[config.mk]
export PLATFORM = sky130hd
export DESIGN_NAME = j4_io_responder
export DESIGN_NICKNAME = d
export VERILOG_FILES = /design/src/rtl/j4io_pkg.sv /design/src/rtl/j4io_mbox_fifo.sv /design/src/rtl/j4_io_responder.sv
export SDC_FILE = /design/constraint.sdc
export NUM_CORES = 1
export LEC_CHECK = 0
export BUFFER_PORTS_ARGS = -buffer_cell sky130_fd_sc_hd__buf_4
export CAP_MARGIN = 5
export CORE_UTILIZATION = 65
export CTS_CLUSTER_DIAMETER = 60
export DETAILED_ROUTE_END_ITERATION = 16
export PLACE_DENSITY = 0.84
export SYNTH_ARGS = -nofsm -noshare
export SYNTH_HDL_FRONTEND = slang
export SYNTH_SLANG_ARGS = --single-unit
[constraint.sdc]
create_clock -name clk -period 6.55 [get_ports clk]
set_input_delay 0.3275 -clock clk [delete_from_list [all_inputs] [get_ports clk]]
set_output_delay 0.3275 -clock clk [all_outputs]
set_load 0.1 [all_outputs]
[src/rtl/j4io_pkg.sv]
// Shared constants for the j4 IO responder: the IO address map, the status-word
// layout and the slot count.
package j4io_pkg;

    localparam int NUM_SLOTS = 4;

    localparam logic [15:0] ADDR_SLOTID = 16'h0001;
    localparam logic [15:0] ADDR_CYCLES = 16'h0002;
    localparam logic [15:0] ADDR_MBOX   = 16'h0010;
    localparam logic [15:0] ADDR_STATUS = 16'h0020;
    localparam logic [15:0] ADDR_KILL   = 16'h0040;

    // Status word bit-field offsets (each field is NUM_SLOTS wide, slot id is 2 bits)
    localparam int ST_EMPTY_LSB = 0;
    localparam int ST_FULL_LSB  = 4;
    localparam int ST_OVF_LSB   = 8;
    localparam int ST_SLOT_LSB  = 12;

    // Mailbox push window covers ADDR_MBOX..ADDR_MBOX+3; the low two bits pick the target slot
    function automatic logic is_mbox_window(input logic [15:0] addr);
        return addr[15:2] == ADDR_MBOX[15:2];
    endfunction

endpackage

[src/rtl/j4io_mbox_fifo.sv]
// Single inter-slot mailbox FIFO. A push while full drops the data and sets a
// sticky overflow flag; a flush empties the FIFO but leaves the overflow flag alone.
module j4io_mbox_fifo #(
    parameter int DEPTH = 4,
    parameter int WIDTH = 16
) (
    input  logic             clk,
    input  logic             reset_i,
    input  logic             push_i,
    input  logic             pop_i,
    input  logic             flush_i,
    input  logic             clr_ovf_i,
    input  logic [WIDTH-1:0] data_i,
    output logic [WIDTH-1:0] data_o,
    output logic             empty_o,
    output logic             full_o,
    output logic             overflow_o
);

    localparam int AW = (DEPTH > 1) ? $clog2(DEPTH) : 1;

    logic [WIDTH-1:0] mem_q [DEPTH];
    logic [AW-1:0]    wr_ptr_q, wr_ptr_d;
    logic [AW-1:0]    rd_ptr_q, rd_ptr_d;
    logic [AW:0]      count_q, count_d;
    logic             ovf_q, ovf_d;
    logic             do_push, do_pop;

    assign empty_o    = (count_q == '0);
    assign full_o     = (count_q == (AW+1)'(DEPTH));
    assign overflow_o = ovf_q;
    assign data_o     = mem_q[rd_ptr_q];

    assign do_push = push_i & ~full_o  & ~flush_i;
    assign do_pop  = pop_i  & ~empty_o & ~flush_i;

    always_comb begin
        wr_ptr_d = wr_ptr_q;
        rd_ptr_d = rd_ptr_q;
        count_d  = count_q;
        ovf_d    = ovf_q;
        if (flush_i) begin
            wr_ptr_d = '0;
            rd_ptr_d = '0;
            count_d  = '0;
        end else begin
            // Pointers are AW bits wide, so DEPTH being a power of two makes +1 wrap for free
            if (do_push) wr_ptr_d = wr_ptr_q + 1'b1;
            if (do_pop)  rd_ptr_d = rd_ptr_q + 1'b1;
            count_d = count_q + (AW+1)'(do_push) - (AW+1)'(do_pop);
        end
        if (clr_ovf_i) ovf_d = 1'b0;
        if (push_i && full_o && !flush_i) ovf_d = 1'b1;
    end

    always_ff @(posedge clk or posedge reset_i) begin
        if (reset_i) begin
            wr_ptr_q <= '0;
            rd_ptr_q <= '0;
            count_q  <= '0;
            ovf_q    <= 1'b0;
        end else begin
            wr_ptr_q <= wr_ptr_d;
            rd_ptr_q <= rd_ptr_d;
            count_q  <= count_d;
            ovf_q    <= ovf_d;
        end
    end

    always_ff @(posedge clk) begin
        if (do_push) mem_q[wr_ptr_q] <= data_i;
    end

endmodule

[src/rtl/j4_io_responder.sv]
// IO responder for the 4-slot barrel-threaded j4 core: slot id, cycle counter,
// per-slot mailboxes and kill requests. Define J4IO_CYCLE_COUNTER_EN to build the counter.
module j4_io_responder
    import j4io_pkg::*;
#(
    parameter int MBOX_DEPTH = 4,
    parameter int WIDTH      = 16
) (
    input  logic             clk,
    input  logic             reset,
    input  logic             io_rd,
    input  logic             io_wr,
    input  logic [15:0]      mem_addr,
    input  logic [WIDTH-1:0] dout,
    input  logic [1:0]       io_slot,
    output logic [WIDTH-1:0] io_din,
    output logic [3:0]       kill_slot_rq
);

    logic                 rd_only;
    logic                 kill_wr;
    logic [NUM_SLOTS-1:0] push_vec, pop_vec, flush_vec, clr_ovf_vec;
    logic [NUM_SLOTS-1:0] empty_vec, full_vec, ovf_vec;
    logic [WIDTH-1:0]     head [NUM_SLOTS];
    logic [15:0]          status_word;
    logic [15:0]          cycles_val;
    logic [WIDTH-1:0]     rd_data;
    logic [WIDTH-1:0]     io_din_q, io_din_d;
    logic [3:0]           kill_q, kill_d;

    // A simultaneous read+write is treated as a write only: no read side effects
    assign rd_only = io_rd & ~io_wr;
    assign kill_wr = io_wr & (mem_addr == ADDR_KILL);

    genvar gi;
    generate
        for (gi = 0; gi < NUM_SLOTS; gi++) begin : g_mbox
            assign push_vec[gi]    = io_wr & is_mbox_window(mem_addr) & (mem_addr[1:0] == 2'(gi));
            assign pop_vec[gi]     = rd_only & (mem_addr == ADDR_MBOX)   & (io_slot == 2'(gi));
            assign clr_ovf_vec[gi] = rd_only & (mem_addr == ADDR_STATUS) & (io_slot == 2'(gi));
            assign flush_vec[gi]   = kill_wr & dout[gi];

            j4io_mbox_fifo #(
                .DEPTH (MBOX_DEPTH),
                .WIDTH (WIDTH)
            ) u_fifo (
                .clk        (clk),
                .reset_i    (reset),
                .push_i     (push_vec[gi]),
                .pop_i      (pop_vec[gi]),
                .flush_i    (flush_vec[gi]),
                .clr_ovf_i  (clr_ovf_vec[gi]),
                .data_i     (dout),
                .data_o     (head[gi]),
                .empty_o    (empty_vec[gi]),
                .full_o     (full_vec[gi]),
                .overflow_o (ovf_vec[gi])
            );
        end
    endgenerate

`ifdef J4IO_CYCLE_COUNTER_EN
    logic [15:0] cycle_q;

    always_ff @(posedge clk or posedge reset) begin
        if (reset) cycle_q <= '0;
        else       cycle_q <= cycle_q + 16'd1;
    end

    assign cycles_val = cycle_q;
`else
    assign cycles_val = '0;
`endif

    // Status reflects pre-edge flags, so an overflow being cleared still reads as 1
    always_comb begin
        status_word = '0;
        status_word[ST_EMPTY_LSB +: NUM_SLOTS] = empty_vec;
        status_word[ST_FULL_LSB  +: NUM_SLOTS] = full_vec;
        status_word[ST_OVF_LSB   +: NUM_SLOTS] = ovf_vec;
        status_word[ST_SLOT_LSB  +: 2]         = io_slot;
    end

    always_comb begin
        rd_data = '0;
        case (mem_addr)
            ADDR_SLOTID: rd_data = WIDTH'(io_slot);
            ADDR_CYCLES: rd_data = WIDTH'(cycles_val);
            ADDR_MBOX:   rd_data = empty_vec[io_slot] ? '0 : head[io_slot];
            ADDR_STATUS: rd_data = WIDTH'(status_word);
            default:     rd_data = '0;
        endcase
    end

    always_comb begin
        io_din_d = io_din_q;
        if (io_rd && io_wr) io_din_d = '0;
        else if (io_rd)     io_din_d = rd_data;
        kill_d = kill_wr ? dout[3:0] : 4'b0000;
    end

    always_ff @(posedge clk or posedge reset) begin
        if (reset) begin
            io_din_q <= '0;
            kill_q   <= '0;
        end else begin
            io_din_q <= io_din_d;
            kill_q   <= kill_d;
        end
    end

    assign io_din       = io_din_q;
    assign kill_slot_rq = kill_q;

endmodule

==> results.md <==
* Status: finished, violations left
* Failing checks: negative hold slack
* Sequential share of the synthesized area at 70.0%
* Final period util at 42.1%
* Hold Vio Cnt, Final at 20
* P_leak at 5.14 nW
* Max Transition Viols Final at 0
* Synth unique cells at 55
* CP max FO at 8
* Synthesized net count at 823
* Post-Layout Inst Area at 14,400 um2
* Avg Synthesized Cell Area at 17.0 um2
* F_max at 362 MHz
* DRC at 0
* Unrepaired setup endpoints after global routing: no
* Largest net degree at the start of global routing at 53
* Fin cells at 1,102
* Hold Worst Slack at -0.0110 ns
* Setup tns final at 0 ns
* Hold Path Class: in2async
* Placed cell count at 1,048
* Share of cells above drive strength 1 at 22.2%
* Rel. slew slack at 29.1%
* DIE AREA at 20,300 um2
* Skew final at 0.00928 ns
* Worst-Margin Slew at 1.06 ns
* TritonRoute pass-1 iters at 7
* Clock power share at 42.5%
* GR Overflow Total at 0
* Most frequent cells in the layout: edfxtp_1, nand2_1, mux4_2, buf_4, dfrtp_1
* Post CTS Setup Buffer Count at 0
* Die extent in y at 143 um
* RePlAce Congestion at 0.911
* Core area at 19,400 um2
* Nets at 880
* Width of the die at 143 um
* Critical path launch point type: primary input
* Area Overhead vs Synth at 12.1%
* Critical Path RT at 6.99 ns
* Crit Path Class: in2reg
* DR iter-0 viols at 694
* Synth Flop Type: edfxtp_1
* Switch Pwr at 771 uW
* Register share of total power at 55.1%
* Setup-failing EPs final at 0
* Vias in the first global route at 7,342
* Num CTS Buffers at 29
* Fraction of registers with async set/reset at 16.9%
* Arr. time, crit path at 3.20 ns
* Clk_lat worst skew at 0.56 ns
* Internal at 3.08 mW
* CP Capture Type: flip-flop
* Synth warn at 0
* Total track usage at 29.5%
* Switching fraction of total power at 20.0%
* First-pass GRT wire length at 42,800 um
* PwrDens at 268 nW/um2
* Initial antenna violation count at 0
* # clock sinks at 308
* Gate Count Post-Synth at 757
* CTS tree: yes
* Htree depth at 1
* DR WL/cell at 25.5 um
* Area after DPL at 13,500 um2
* Root Buffer: clkbuf_16
* # hold bufs at CTS at 0
* Maximum clock path buffer count at 3
* Crit path time final at 2.76 ns
* Syn Std Cell Area at 12,800 um2
* Vias at 7,066
* Final ANT Viol Nets at 0
* Reg clk slew, reported paths at 0.07 ns
* Ant. Diodes at 0
* Commonest non-fill, non-tap cell in the layout: edfxtp_1
* Via density at 6.41
* Initial Utilization at 66.2%
* Logic pwr share at 2.4%
* Post-DP HPWL at 17,100 um
* Post-CTS Resized at 0
* IO Count at 58
* Fillers at 1,138
* Max-cap check violation count at 0
* Post-Route WL at 28,100 um
* Quantity of I/O buffers inserted on ports at 57
* Peak supply drop at 0.000257 V
* Post-synth EDFFs at 256
* Number of synthesized register bits at 308
* Num rows at 51
metal layers:
metal,vias to the layer above,GRT usage (%),part of all wire [%]
met4,0,9.73,3.1
met5,-,0,0
met2,428,48.7,49
met3,74,4.31,8.6
met1,3559,41.2,39
li1,3005,-,-
sequential cells by signal, summed over array words and instances, names as in the netlist:
name                      flops
g_mbox.u_fifo.mem_q         256
io_din                       16
g_mbox.u_fifo.count_q        12
g_mbox.u_fifo.rd_ptr_q        8
g_mbox.u_fifo.wr_ptr_q        8
g_mbox.u_fifo.overflow_o      4
kill_slot_rq                  4
per-stage QoR:
stage	power, mW	utilization, %	setup WS, ns
after floorplan	2.20	-	3.83
after global placement	2.25	69.4	3.41
after detailed placement	2.25	69.4	3.29
after CTS	3.86	74.2	3.85
after global routing	3.93	74.2	3.66
final	3.85	74.2	3.79
cells in the mapped netlist (all sizes together) (4+ instances only):
library cell,instances,area (um2)
nand4,4,25.0
o21ai,17,85.1
xor2,9,78.8
nor4,7,110
o22ai,4,25.0
nand3,4,20.0
buf,23,116
and2,16,100
nand2b,6,37.5
edfxtp,256,7690
a21oi,14,70.1
a21o,5,37.5
nor2b,16,100
mux4,66,1490
nor3,13,75.1
xnor2,7,61.3
dfrtp,52,1300
fa,4,80.1
nor2,28,110
and3,6,37.5
a22oi,10,75.1
inv,33,124
clkbuf,14,52.6
nand2,85,319
ha,24,300
power by group through the flow:
stage | logic [mW] | clock network (mW) | registers, mW
2_1_floorplan | 0.0310 | 0 | 2.17
3_3_place_gp | 0.0847 | 0 | 2.16
3_5_place_dp | 0.0895 | 0 | 2.16
4_1_cts | 0.0901 | 1.64 | 2.12
5_1_grt | 0.0976 | 1.71 | 2.12
6_report | 0.0911 | 1.64 | 2.12
cell families after synthesis:
group / count (synthesis) / share of synthesized area [%]
AND/OR/NAND/NOR: 200 / 8.41
AO/OA/AOI/OAI: 66 / 3.38
multiplexers: 69 / 11.8
adder cells (fa/ha/maj): 28 / 2.96
XOR/XNOR: 16 / 1.09
buffers and inverters: 70 / 2.28
flip-flops: 308 / 70.0
final timing paths:
check | startpoint | endpoint | slack [ns] | depth (start not counted)
min in group clk | dout[14] | g_mbox[3].u_fifo.mem_q[3][14]$_DFFE_PP_ | 0.08 | 1
max in group asynchronous | reset | io_din[12]$_DFFE_PP0P_ | 6.07 | 3
hold reg to reg | g_mbox[0].u_fifo.overflow_o$_DFFE_PP0P_ | g_mbox[0].u_fifo.overflow_o$_DFFE_PP0P_ | 0.55 | 1
hold / removal | reset | g_mbox[2].u_fifo.count_q[1]$_DFF_PP0_ | -0.01 | 3
setup / recovery | mem_addr[5] | g_mbox[2].u_fifo.count_q[2]$_DFF_PP0_ | 3.79 | 13
setup reg to reg | g_mbox[1].u_fifo.count_q[1]$_DFF_PP0_ | g_mbox[1].u_fifo.count_q[2]$_DFF_PP0_ | 3.87 | 12
critical path, stage by stage:
cell,delay (ns)
buf_4,0.13
or4b_1,0.82
nor2_2,0.38
nand3_1,0.17
inv_1,0.10
ha_1,0.23
inv_1,0.07
ha_1,0.15
inv_1,0.06
fa_1,0.40
xor2_1,0.18
xnor2_1,0.13
nor2_1,0.05
layout make-up:
class | count | area (um2) | area share, %
repair buffers | 63 | 473 | 3.29
well taps | 265 | 332 | 2.30
clock inverters | 18 | 165 | 1.15
clock buffers | 36 | 752 | 5.23
inverters | 33 | 124 | 0.861
flip-flops and latches | 308 | 8990 | 62.5
multi-input cells | 379 | 3550 | 24.7
No activity file was read; power rests on OpenSTA's default activity.
